$ cat config.mk
export PLATFORM = sky130hd
export DESIGN_NAME = instr_fetch_unit
export DESIGN_NICKNAME = d
export VERILOG_FILES = /design/src/rtl/cpu_fetch_pkg.sv /design/src/rtl/fetch_queue.sv /design/src/rtl/instr_fetch_unit.sv
export SDC_FILE = /design/constraint.sdc
export NUM_CORES = 1
export LEC_CHECK = 0
export CORE_MARGIN = 1.5
export CORE_UTILIZATION = 40
export CTS_CLUSTER_SIZE = 8
export DETAILED_ROUTE_END_ITERATION = 8
export GPL_ROUTABILITY_DRIVEN = 0
export GPL_TIMING_DRIVEN = 1
export PLACE_DENSITY = 0.63
export SETUP_SLACK_MARGIN = 0.1
export SLEW_MARGIN = 20
export SYNTH_ARGS = -nofsm -noshare
export SYNTH_HDL_FRONTEND = slang
export SYNTH_SLANG_ARGS = --single-unit
$ cat constraint.sdc
create_clock -name clk -period 2.45 [get_ports clk]
set_input_delay 0.245 -clock clk [delete_from_list [all_inputs] [get_ports clk]]
set_output_delay 0.245 -clock clk [all_outputs]
set_load 0.1 [all_outputs]
$ cat src/rtl/cpu_fetch_pkg.sv
// Shared fetch-stage types and instruction field positions.
// Jump predecode fields are used only with FETCH_PREDECODE_JMP_EN.
package cpu_fetch_pkg;

    localparam int ADDR_W   = 11;
    localparam int INSTR_W  = 29;

    localparam int OPC_MSB  = 28;
    localparam int OPC_LSB  = 24;
    localparam int COND_MSB = 19;
    localparam int COND_LSB = 16;

    localparam logic [4:0] OPC_JMP     = 5'h12;
    localparam logic [3:0] COND_ALWAYS = 4'h0;

    typedef struct packed {
        logic [ADDR_W-1:0]  pc;
        logic [INSTR_W-1:0] instr;
    } fetch_entry_t;

    function automatic logic is_jmp(
        input logic [INSTR_W-1:0] w
    );
        return (w[OPC_MSB:OPC_LSB] == OPC_JMP)
            && (w[COND_MSB:COND_LSB] == COND_ALWAYS);
    endfunction

endpackage

$ cat src/rtl/fetch_queue.sv
// Prefetch FIFO with flush; the head is held in registers so
// it keeps its last value while the queue is empty.
module fetch_queue
    import cpu_fetch_pkg::*;
#(
    parameter int DEPTH = 2
) (
    input  logic                   clk,
    input  logic                   rst_n,
    input  logic                   flush,
    input  logic                   push,
    input  logic                   pop,
    input  fetch_entry_t           wdata,
    output logic [$clog2(DEPTH):0] count,
    output logic                   head_valid,
    output fetch_entry_t           head
);

    localparam int PW = $clog2(DEPTH);
    localparam logic [PW:0] ONE = (PW+1)'(1);

    fetch_entry_t    mem [DEPTH];
    logic [PW-1:0]   rptr;
    logic [PW-1:0]   wptr;
    logic [PW:0]     cnt_nxt;

    always_comb begin
        cnt_nxt = count;
        if (push && !pop)
            cnt_nxt = count + ONE;
        else if (pop && !push)
            cnt_nxt = count - ONE;
    end

    always_ff @(posedge clk or negedge rst_n) begin
        if (!rst_n) begin
            for (int i = 0; i < DEPTH; i++)
                mem[i] <= '0;
            rptr       <= '0;
            wptr       <= '0;
            count      <= '0;
            head_valid <= 1'b0;
            head       <= '0;
        end else if (flush) begin
            rptr       <= '0;
            wptr       <= '0;
            count      <= '0;
            head_valid <= 1'b0;
        end else begin
            if (push) begin
                mem[wptr] <= wdata;
                wptr      <= wptr + 1'b1;
            end
            if (pop)
                rptr <= rptr + 1'b1;
            count      <= cnt_nxt;
            head_valid <= (cnt_nxt != '0);
            // Head comes from the incoming word when it lands in an empty slot
            if (count == '0 || (pop && count == ONE)) begin
                if (push)
                    head <= wdata;
            end else if (pop) begin
                head <= mem[rptr + 1'b1];
            end
        end
    end

endmodule

$ cat src/rtl/instr_fetch_unit.sv
// Fetch stage: ROM addressing, redirect arbitration, prefetch queue.
// Optional jump folding enabled by FETCH_PREDECODE_JMP_EN.
module instr_fetch_unit #(
    parameter int ADDR_W = cpu_fetch_pkg::ADDR_W,
    parameter int INSTR_W = cpu_fetch_pkg::INSTR_W,
    parameter int DEPTH = 2,
    parameter logic [ADDR_W-1:0] RESET_PC = '0
) (
    input  logic               clk,
    input  logic               rst_n,
    output logic [ADDR_W-1:0]  AddrROM,
    input  logic [INSTR_W-1:0] DataROM,
    output logic               InstrValid,
    output logic [INSTR_W-1:0] Instr,
    output logic [ADDR_W-1:0]  InstrPC,
    input  logic               InstrReady,
    input  logic               RedirectValid,
    input  logic [ADDR_W-1:0]  RedirectPC
);

    import cpu_fetch_pkg::*;

    localparam int CW = $clog2(DEPTH);
    localparam logic [CW:0] FULL = (CW+1)'(DEPTH);

    logic [ADDR_W-1:0] fetch_pc;
    logic [ADDR_W-1:0] pc_nxt;
    logic [CW:0]       count;
    logic              pop;
    logic              slot;
    logic              jmp;
    logic              push;
    fetch_entry_t      wdata;
    fetch_entry_t      head;

    assign pop  = InstrValid && InstrReady;
    assign slot = !RedirectValid && (count != FULL || pop);

`ifdef FETCH_PREDECODE_JMP_EN
    assign jmp = is_jmp(DataROM);
`else
    assign jmp = 1'b0;
`endif

    // A folded jump uses the fetch slot but never enters the queue
    assign push  = slot && !jmp;
    assign wdata = '{pc: fetch_pc, instr: DataROM};

    always_comb begin
        pc_nxt = fetch_pc;
        unique case (1'b1)
            RedirectValid: pc_nxt = RedirectPC;
            slot && jmp:   pc_nxt = DataROM[ADDR_W-1:0];
            slot:          pc_nxt = fetch_pc + 1'b1;
            default:       pc_nxt = fetch_pc;
        endcase
    end

    always_ff @(posedge clk or negedge rst_n) begin
        if (!rst_n)
            fetch_pc <= RESET_PC;
        else
            fetch_pc <= pc_nxt;
    end

    fetch_queue #(
        .DEPTH(DEPTH)
    ) u_queue (
        .clk       (clk),
        .rst_n     (rst_n),
        .flush     (RedirectValid),
        .push      (push),
        .pop       (pop),
        .wdata     (wdata),
        .count     (count),
        .head_valid(InstrValid),
        .head      (head)
    );

    assign AddrROM = fetch_pc;
    assign Instr   = head.instr;
    assign InstrPC = head.pc;

endmodule

==> results of run 1 <==
## worst max-delay path: cells and delay by family, from the launching register on
family	cells	cell delay (ns)
buffers and inverters	2	0.38
multiplexers	1	0.37
adder cells (fa/ha/maj)	1	0.24
AO/OA/AOI/OAI	1	0.20
flip-flops	1	0.42
AND/OR/NAND/NOR	1	0.24
## layer usage
metal	vias up	track usage [%]
met5	-	0
met2	98	27.1
met4	0	6.49
met3	16	4.22
met1	2042	23.0
li1	1962	-
## cell families after synthesis
kind of cell             after synthesis  synth area share [%]
adder cells (fa/ha/maj)                4                 0.819
buffers and inverters                 38                  3.36
flip-flops                           136                  55.7
XOR/XNOR                              13                  1.86
multiplexers                         123                  22.2
AO/OA/AOI/OAI                         96                  8.70
AND/OR/NAND/NOR                       97                  7.41
## state kept, by name, summed over array words and instances, names as in the netlist
| signal | count |
|---|---|
| u_queue.count | 2 |
| u_queue.rptr | 1 |
| u_queue.head_valid | 1 |
| u_queue.wptr | 1 |
| u_queue.head | 40 |
| u_queue.mem | 80 |
| AddrROM | 11 |
## layout make-up
cell class	instances	share of cell area [%]
Timing Repair Buffer	108	13.0
Sequential cell	136	44.0
Multi-Input combinational cell	333	32.5
Inverter	3	0.145
Clock buffer	23	6.43
Tap cell	188	3.04
Clock inverter	8	0.905
## stage by stage
| step | instances | utilization, % | hold slack (ns) |
|---|---|---|---|
| after CTS | 799 | 51.3 | 0.373 |
| after global routing | 799 | 51.3 | 0.412 |
| after detailed placement | 767 | 47.5 | 0.277 |
| after floorplan | 507 | - | -0.0506 |
| final | 799 | 51.3 | 0.381 |
| after global placement | 767 | 47.5 | 0.269 |
## worst paths after layout
path | cells past startpoint | end | slack (ns) | startpoint
max in group asynchronous | 3 | u_queue.mem[21] | 1.28 | rst_n
min reg2reg | 2 | u_queue.head[12] | 0.48 | u_queue.head[12]
max reg2reg | 6 | u_queue.mem[21] | 0.45 | u_queue.count[0]
min in group clk | 3 | AddrROM[5] | 0.39 | RedirectPC[5]
max | 6 | u_queue.mem[21] | 0.45 | u_queue.count[0]
min | 2 | u_queue.head[13] | 0.38 | rst_n
## timing repair
| item | CTS | global route |
|---|---|---|
| endpoints found under the hold margin | 63 | 0 |
| hold buffers | 1 | 0 |
| buffers inserted | 0 | 0 |
## cell usage in the layout (no fill, tap or decap), types with 4 or more instances in the layout
| cell type | count |
|---|---|
| dfrtp_1 | 135 |
| mux2_2 | 95 |
| buf_4 | 57 |
| nand2_1 | 54 |
| o21ai_0 | 47 |
| clkdlybuf4s50_1 | 42 |
| nor2_1 | 27 |
| a21oi_1 | 24 |
| mux2i_1 | 23 |
| o22ai_1 | 18 |
| clkbuf_16 | 17 |
| xnor2_1 | 7 |
| buf_12 | 7 |
| xor2_1 | 6 |
| mux2_1 | 5 |
| clkinv_2 | 5 |
| clkbuf_8 | 5 |
| ha_1 | 4 |
==> impl_metrics.csv, run 1 <==
group,metric,value,unit
finish,layout-drive-gt1-share,33.1,%
die,ios,96,
clocking,clock_path_buffers,2,
clocking,postCtsResizedCells,0,
clocking,cts_tree,"built",
critical_path,worst_path_max_delay_cell,"dfrtp_1",
detailed_routing,met1_length,6170,µm
yosys,yosysUniqueCellTypes,34,
yosys,synth_top_area_cell,"dfrtp_1",
die,die_y,127,µm
sta,period_minus_slack,2.00,ns
detailed_routing,top_layer_used,"met4",
finish,fillers,1347,
yosys,ys.warnings.count,0,
sta,slew_violations,0,
clocking,cts-root-buf,"clkbuf_16",
detailed_routing,wl_per_cell,15.9,µm
yosys,yosysSeqAreaShare,55.7,%
yosys,synthTopCellsByCount,"dfrtp_1 (136), mux2_2 (95), nand2_1 (54)",
clocking,htree_levels,4,
critical_path,slowest_delay,0.42,ns
grt,grt_max_degree,66,
finish,area_delta_synth_final,26.7,%
detailed_routing,met2WireLength,5860,µm
critical_path,crit_required,2.74,ns
clocking,cts_buffers,17,
detailed_routing,route.detailed.drc,0,
critical_path,critPathArrivalTime,2.29,ns
sta,rsz0062_at_grt,"no",
yosys,synthCells,507,
run_status,outcome,"finished clean",
finish,fin_area,0.00774,mm²
detailed_routing,viasPerCell,5.15,
yosys,syn_nets,555,
detailed_routing,first_iter_violations,147,
grt,grt_pass1_vias,4225,
critical_path,path_cells,"inv_1, ha_1, a21boi_4, nor3b_4, buf_12, mux2_2",
sta,hold_viol_final,0,
finish,final-seq-area,0.00340,mm²
yosys,yosys.area.top_type_share,55.7,%
placed_design,placed_area,0.00717,mm²
placed_design,place_ws,0.406,ns
placed_design,port_buffers,95,
run,maxCapViolCount,0,
placed_design,post-dp-hpwl,8240,µm
worst_hold_path,hold_class,"primary input to asynchronous set/reset pin",
detailed_routing,wl_met3,511,µm
clocking,clock_latency,0.41,ns
finish,multi_input_area,0.00251,mm²
sta,clock.fmax,501,MHz
critical_path,endpoint_kind,"flop",
die,die_w,127,µm
yosys,synth_edf_count,0,
critical_path,cp_max_fo,40,
sta,setup_ws,0.454,ns
yosys,synth_most_common_cell,"dfrtp_1",
grt,antenna_found_initial,0,
detailed_routing,route.vias.total,4118,
finish,n_antenna_cell,0,
critical_path,critPathKind,"flop to flop",
die,start_util,40.5,%
sta,setup_violations,0,
sta,fin_skew,0.00442,ns
yosys,synth_area_per_cell,12.1,µm²
detailed_routing,first_pass_iters,6,
die,placementRows,45,
yosys,synthFlopType,"dfrtp_1",
grt,grt_pass1_wl,21400,µm
grt,overflow,0,
die,dieArea,0.0160,mm²
yosys,ys_top_cells_by_area,"dfrtp_1 (56%), mux2_2 (17%), o21ai_0 (3.8%)",
detailed_routing,ant_nets,0,
sta,slew_headroom,59.9,%
clocking,cts.sinks,136,
yosys,synth_area,0.00611,mm²
sta,worstMarginPinSlew,0.601,ns
finish,nets,647,
sta,fin_setup_tns,0,ns
sta,post-route-period-util,81.5,%
die,core_area,0.0151,mm²
yosys,postSynth.asyncResetShare,100,%
grt,grt_usage,17.2,%
detailed_routing,drt-total-wl,12700,µm
clocking,clkSlewWorstSetupHoldPaths,0.05,ns
critical_path,critPathLaunchType,"flop",
yosys,ys_seq_elements,136,
Power of run 1 is not shown: default switching activity piles up to over one toggle a cycle in this logic, so the estimate is an artifact.
==> run 2: changes to the inputs <==
PLACE_DENSITY = 0.66   (was 0.63)
clock period = 1.8 ns   (was 2.45 ns; I/O delays follow)
==> run 2 against run 1 <==
Count of clock-buffer cells in the layout down 1. Design area up 12%. Wire length up 21%. Non-clock buffer count up 26. Via count up 5.2%. Critical endpoint is now u_queue.mem[8]. Critical path depth up 1. First-iteration DRC count up 88%. Worst hold slack worse by 0.11 ns.
==> impl_metrics.csv, run 2 (same netlist as run 1, synthesis figures left out) <==
group,metric,value,unit
clocking,cts_buffers,17,
finish,final_cells,826,
clocking,clock_latency,0.41,ns
finish,layout_common_cells,"dfrtp_1 (124), buf_4 (58), mux2_4 (55)",
finish,multi_input_area,0.00290,mm²
placed_design,placed_cells,776,
sta,hold_viol_final,0,
finish,largest_register_ffs,80,
detailed_routing,viasPerCell,5.24,
critical_path,critPathLaunchType,"flop",
sta,post-route-period-util,98.5,%
clocking,cts-root-buf,"clkbuf_16",
clocking,cts.sinks,136,
die,start_util,40.5,%
critical_path,critPathKind,"flop to flop",
sta,rsz0062_at_grt,"yes",
die,die_y,127,µm
sta,worstMarginPinSlew,0.471,ns
die,core_area,0.0151,mm²
clocking,clock_path_buffers,2,
detailed_routing,route.detailed.drc,0,
finish,fin_util,57.6,%
sta,slew_violations,0,
finish,layout-drive-gt1-share,42.9,%
sta,clock.fmax,564,MHz
grt,overflow,0,
die,ios,96,
placed_design,port_buffers,95,
critical_path,endpoint_kind,"flop",
grt,antenna_found_initial,0,
detailed_routing,wl_per_cell,18.7,µm
die,placementRows,45,
run_status,outcome,"finished clean",
clocking,clkSlewWorstSetupHoldPaths,0.06,ns
finish,n_antenna_cell,0,
die,die_w,127,µm
detailed_routing,drt-total-wl,15500,µm
critical_path,critPathArrivalTime,2.06,ns
critical_path,crit_required,2.09,ns
run,maxCapViolCount,0,
finish,fillers,1215,
finish,regMostFlops,"u_queue.mem",
finish,final-seq-area,0.00343,mm²
sta,period_minus_slack,1.77,ns
grt,grt_usage,17.5,%
grt,grt_max_degree,57,
detailed_routing,ant_nets,0,
sta,setup_violations,0,
placed_design,post-dp-hpwl,8590,µm
sta,fin_skew,0.00811,ns
sta,slew_headroom,68.6,%
worst_hold_path,hold_class,"primary input to asynchronous set/reset pin",
clocking,cts_tree,"built",
detailed_routing,first_iter_violations,276,
grt,grt_pass1_wl,21700,µm
detailed_routing,first_pass_iters,4,
grt,grt_pass1_vias,4221,
clocking,htree_levels,4,
finish,area_delta_synth_final,42.2,%
detailed_routing,route.vias.total,4331,
finish,nets,673,
finish,layout_commonest_cell,"dfrtp_1",
critical_path,cp_max_fo,7,
die,dieArea,0.0160,mm²
==> run 2: per-layer routing <==
layer,part of all wire [%],wire length (µm),global-route usage (%),up-vias
met1,46,7160,23.3,2159
met3,5.1,790,4.98,16
met2,48,7370,27.7,124
met4,0.84,130,5.27,0
met5,0,0,0,-
li1,-,-,-,2032
==> run 2: repair_timing <==
item / 4_1_cts / 5_1_grt
setup endpoints to repair: 52 / 125
hold endpoints to repair: 44 / 0
hold buffers: 1 / 0
resized for setup: 9 / 111
buffers inserted: 3 / 4
pin swaps: 1 / 4
cloned: 1 / 9
==> run 2: critical path: stages (launching register included) <==
cell and delay (ns):
dfrtp_1 0.36, inv_2 0.06, ha_4 0.17, a21boi_4 0.16
nor3b_4 0.24, buf_6 0.19, clkbuf_16 0.17, mux2_4 0.30
==> run 2: path summary, 6_finish.rpt <==
kind	startpoint	to	slack, ns	cells after the start
min reg2reg	u_queue.head[16]	u_queue.head[16]	0.48	2
max in group asynchronous	rst_n	u_queue.head[23]	0.88	3
max	u_queue.count[0]	u_queue.mem[8]	0.03	7
min in group clk	RedirectPC[9]	AddrROM[9]	0.31	3
min	rst_n	u_queue.head[4]	0.27	2
max reg2reg	u_queue.count[0]	u_queue.mem[8]	0.03	7
==> run 2: cell type report <==
type                    count  area share (%)
repair buffers            134            17.6
inverters                   3           0.173
well taps                 188            2.71
clock inverters            10            1.07
clock buffers              22            5.57
multi-input cells         333            33.4
flip-flops and latches    136            39.5
==> run 2: stage by stage <==
stage	TNS, ns	setup WS (ns)	hold slack [ns]	cell area, µm²
final	0	0.0274	0.270	8690
after global routing	-1.04	-0.0511	0.307	8690
after floorplan	0	0.0511	-0.116	6160
after CTS	0	0.0485	0.272	8080
after global placement	-0.133	-0.00685	0.140	7400
after detailed placement	-0.531	-0.0321	0.144	7400
Power of run 2 is left out for the same reason.
==> run 3: changes to the inputs <==
CORE_MARGIN = not set   (was 1.5)
==> run 3 against run 2 <==
Clock skew shrank 0.0038 ns. Worst hold slack lost 0.093 ns. Setup slack gained 0.017 ns. First-iteration DRC count shrank 18%. Count of clock-buffer cells in the layout grew 3. Largest cell class unchanged. Critical path type unchanged. Utilization grew 0.38 points. Register-to-register slack gained 0.02 ns. Die area shrank 1.6%. The run now ends with design-rule violations left. Global-route usage grew 0.97 points.
==> impl_metrics.csv, run 3 (same netlist as run 1, synthesis figures left out) <==
group,metric,value,unit
critical_path,cp.depth,6,
grt,grt_usage,18.4,%
sta,clock.fmax,570,MHz
worst_hold_path,hold_class,"primary input to asynchronous set/reset pin",
critical_path,crit_buf_inv,2,
placed_design,placed_cells,770,
critical_path,critical-path-top-delay-family,"flip-flops",
finish,final-seq-area,0.00343,mm²
sta,fin_hold_ws,0.177,ns
die,start_util,41.6,%
critical_path,endpoint_kind,"flop",
clocking,clkSlewWorstSetupHoldPaths,0.06,ns
clocking,cts_buffers,17,
finish,layout-drive-gt1-share,38.0,%
sta,rsz0062_at_grt,"yes",
run_status,violations,"design-rule violations",
finish,fillers,1199,
detailed_routing,wl_per_cell,18.2,µm
finish,largest_register_ffs,80,
run,maxCapViolCount,0,
critical_path,critPathKind,"flop to flop",
sta,post-route-period-util,97.5,%
critical_path,r2r_setup_slack,0.04,ns
sta,hold_viol_final,0,
die,core_area,0.0147,mm²
sta,setup_ws,0.0442,ns
critical_path,reg2reg_depth,6,
die,placementRows,44,
critical_path,worst_path_max_delay_cell,"dfrtp_1",
sta,slew_headroom,74.3,%
critical_path,critPathArrivalTime,2.06,ns
detailed_routing,first_pass_iters,6,
critical_path,cp_max_fo,9,
run_status,outcome,"complete, but fails checks",
detailed_routing,route.vias.total,4221,
sta,slew_violations,0,
placed_design,place_ws,-0.0490,ns
grt,grt_pass1_vias,4377,
clocking,cts.sinks,136,
critical_path,worstReg2RegEnd,"u_queue.mem[13]",
finish,area_delta_synth_final,39.4,%
detailed_routing,first_iter_violations,226,
critical_path,crit_required,2.11,ns
detailed_routing,drt-total-wl,14800,µm
placed_design,port_buffers,95,
sta,worstMarginPinSlew,0.386,ns
detailed_routing,viasPerCell,5.19,
die,ios,96,
critical_path,slowest_delay,0.43,ns
grt,overflow,0,
placed_design,post-dp-hpwl,8680,µm
die,die_w,126,µm
grt,grt_max_degree,63,
detailed_routing,route.detailed.drc,6,
die,die_y,126,µm
finish,nets,664,
detailed_routing,ant_nets,0,
clocking,cts-root-buf,"clkbuf_16",
grt,antenna_found_initial,0,
clocking,clock_latency,0.42,ns
critical_path,critPathLaunch,"u_queue.count[1]",
finish,final_cells,813,
critical_path,r2r-start,"u_queue.count[1]",
die,dieArea,0.0158,mm²
finish,layout_commonest_cell,"dfrtp_1",
finish,multi_input_area,0.00277,mm²
sta,period_minus_slack,1.76,ns
sta,fin_skew,0.00436,ns
critical_path,path_cells,"ha_4, a21boi_4, nor3b_4, buf_6, clkbuf_16, mux2_2",
critical_path,endpoint,"u_queue.mem[13]",
sta,setup_violations,0,
clocking,htree_levels,4,
clocking,clock_path_buffers,2,
critical_path,critPathLaunchType,"flop",
finish,layout_common_cells,"dfrtp_1 (124), nand2_1 (54), buf_4 (52)",
finish,n_antenna_cell,0,
clocking,cts_tree,"built",
finish,regMostFlops,"u_queue.mem",
grt,grt_pass1_wl,22400,µm
## run 3: cell count changes in the layout (fill, tap and decap cells not counted), sizes merged
cell and change:
clkbuf +1, clkinv -1, buf -7, clkinvlp -5, bufinv +3
## run 3: area by class of cell
cell class / count / area share [%]
tap: 184 / 2.70
clock inverter: 7 / 1.59
inverter: 3 / 0.132
timing repair buffer: 125 / 16.7
multi-input combinational: 333 / 32.5
sequential: 136 / 40.3
clock buffer: 25 / 6.16
## run 3: metal layers
layer,global-route usage [%],vias to the layer above,routed length (µm)
met5,0,-,0
met3,5.01,20,563
li1,-,2002,-
met4,6.96,0,231
met1,24.2,2122,7080
met2,29.2,77,6960
## run 3: how the worst min path moves through the flow
stage / depth (start not counted) / to / slack [ns] / from
5_1_grt: 2 / u_queue.head[23] / 0.20 / rst_n
3_5_place_dp: 1 / u_queue.head[24] / 0.06 / rst_n
3_3_place_gp: 1 / u_queue.head[24] / 0.06 / rst_n
2_1_floorplan: 0 / AddrROM[10] / -0.12 / rst_n
4_1_cts: 2 / u_queue.head[23] / 0.17 / rst_n
6_report: 2 / u_queue.head[23] / 0.18 / rst_n
## run 3: repair_timing
item,4_1_cts,5_1_grt
setup endpoints to repair,56,99
gates cloned,1,6
endpoints found under the hold margin,136,0
pin swaps,1,1
gates resized for setup,6,70
hold buffers,1,0
buffers inserted,2,1
## run 3: through the flow
stage          area (µm²)  util, %  setup TNS, ns
2_1_floorplan        6160        -              0
3_3_place_gp         7380     50.2         -0.787
3_5_place_dp         7380     50.2          -1.32
4_1_cts              8130     55.3              0
5_1_grt              8520     58.0         -0.211
6_report             8520     58.0              0
## run 3: worst register-to-register path: stages (launching register included)
cell and delay [ns]:
dfrtp_1 0.43, ha_4 0.19, a21boi_4 0.16, nor3b_4 0.20
buf_6 0.16, clkbuf_16 0.17, mux2_2 0.33
Power of run 3 is left out for the same reason.
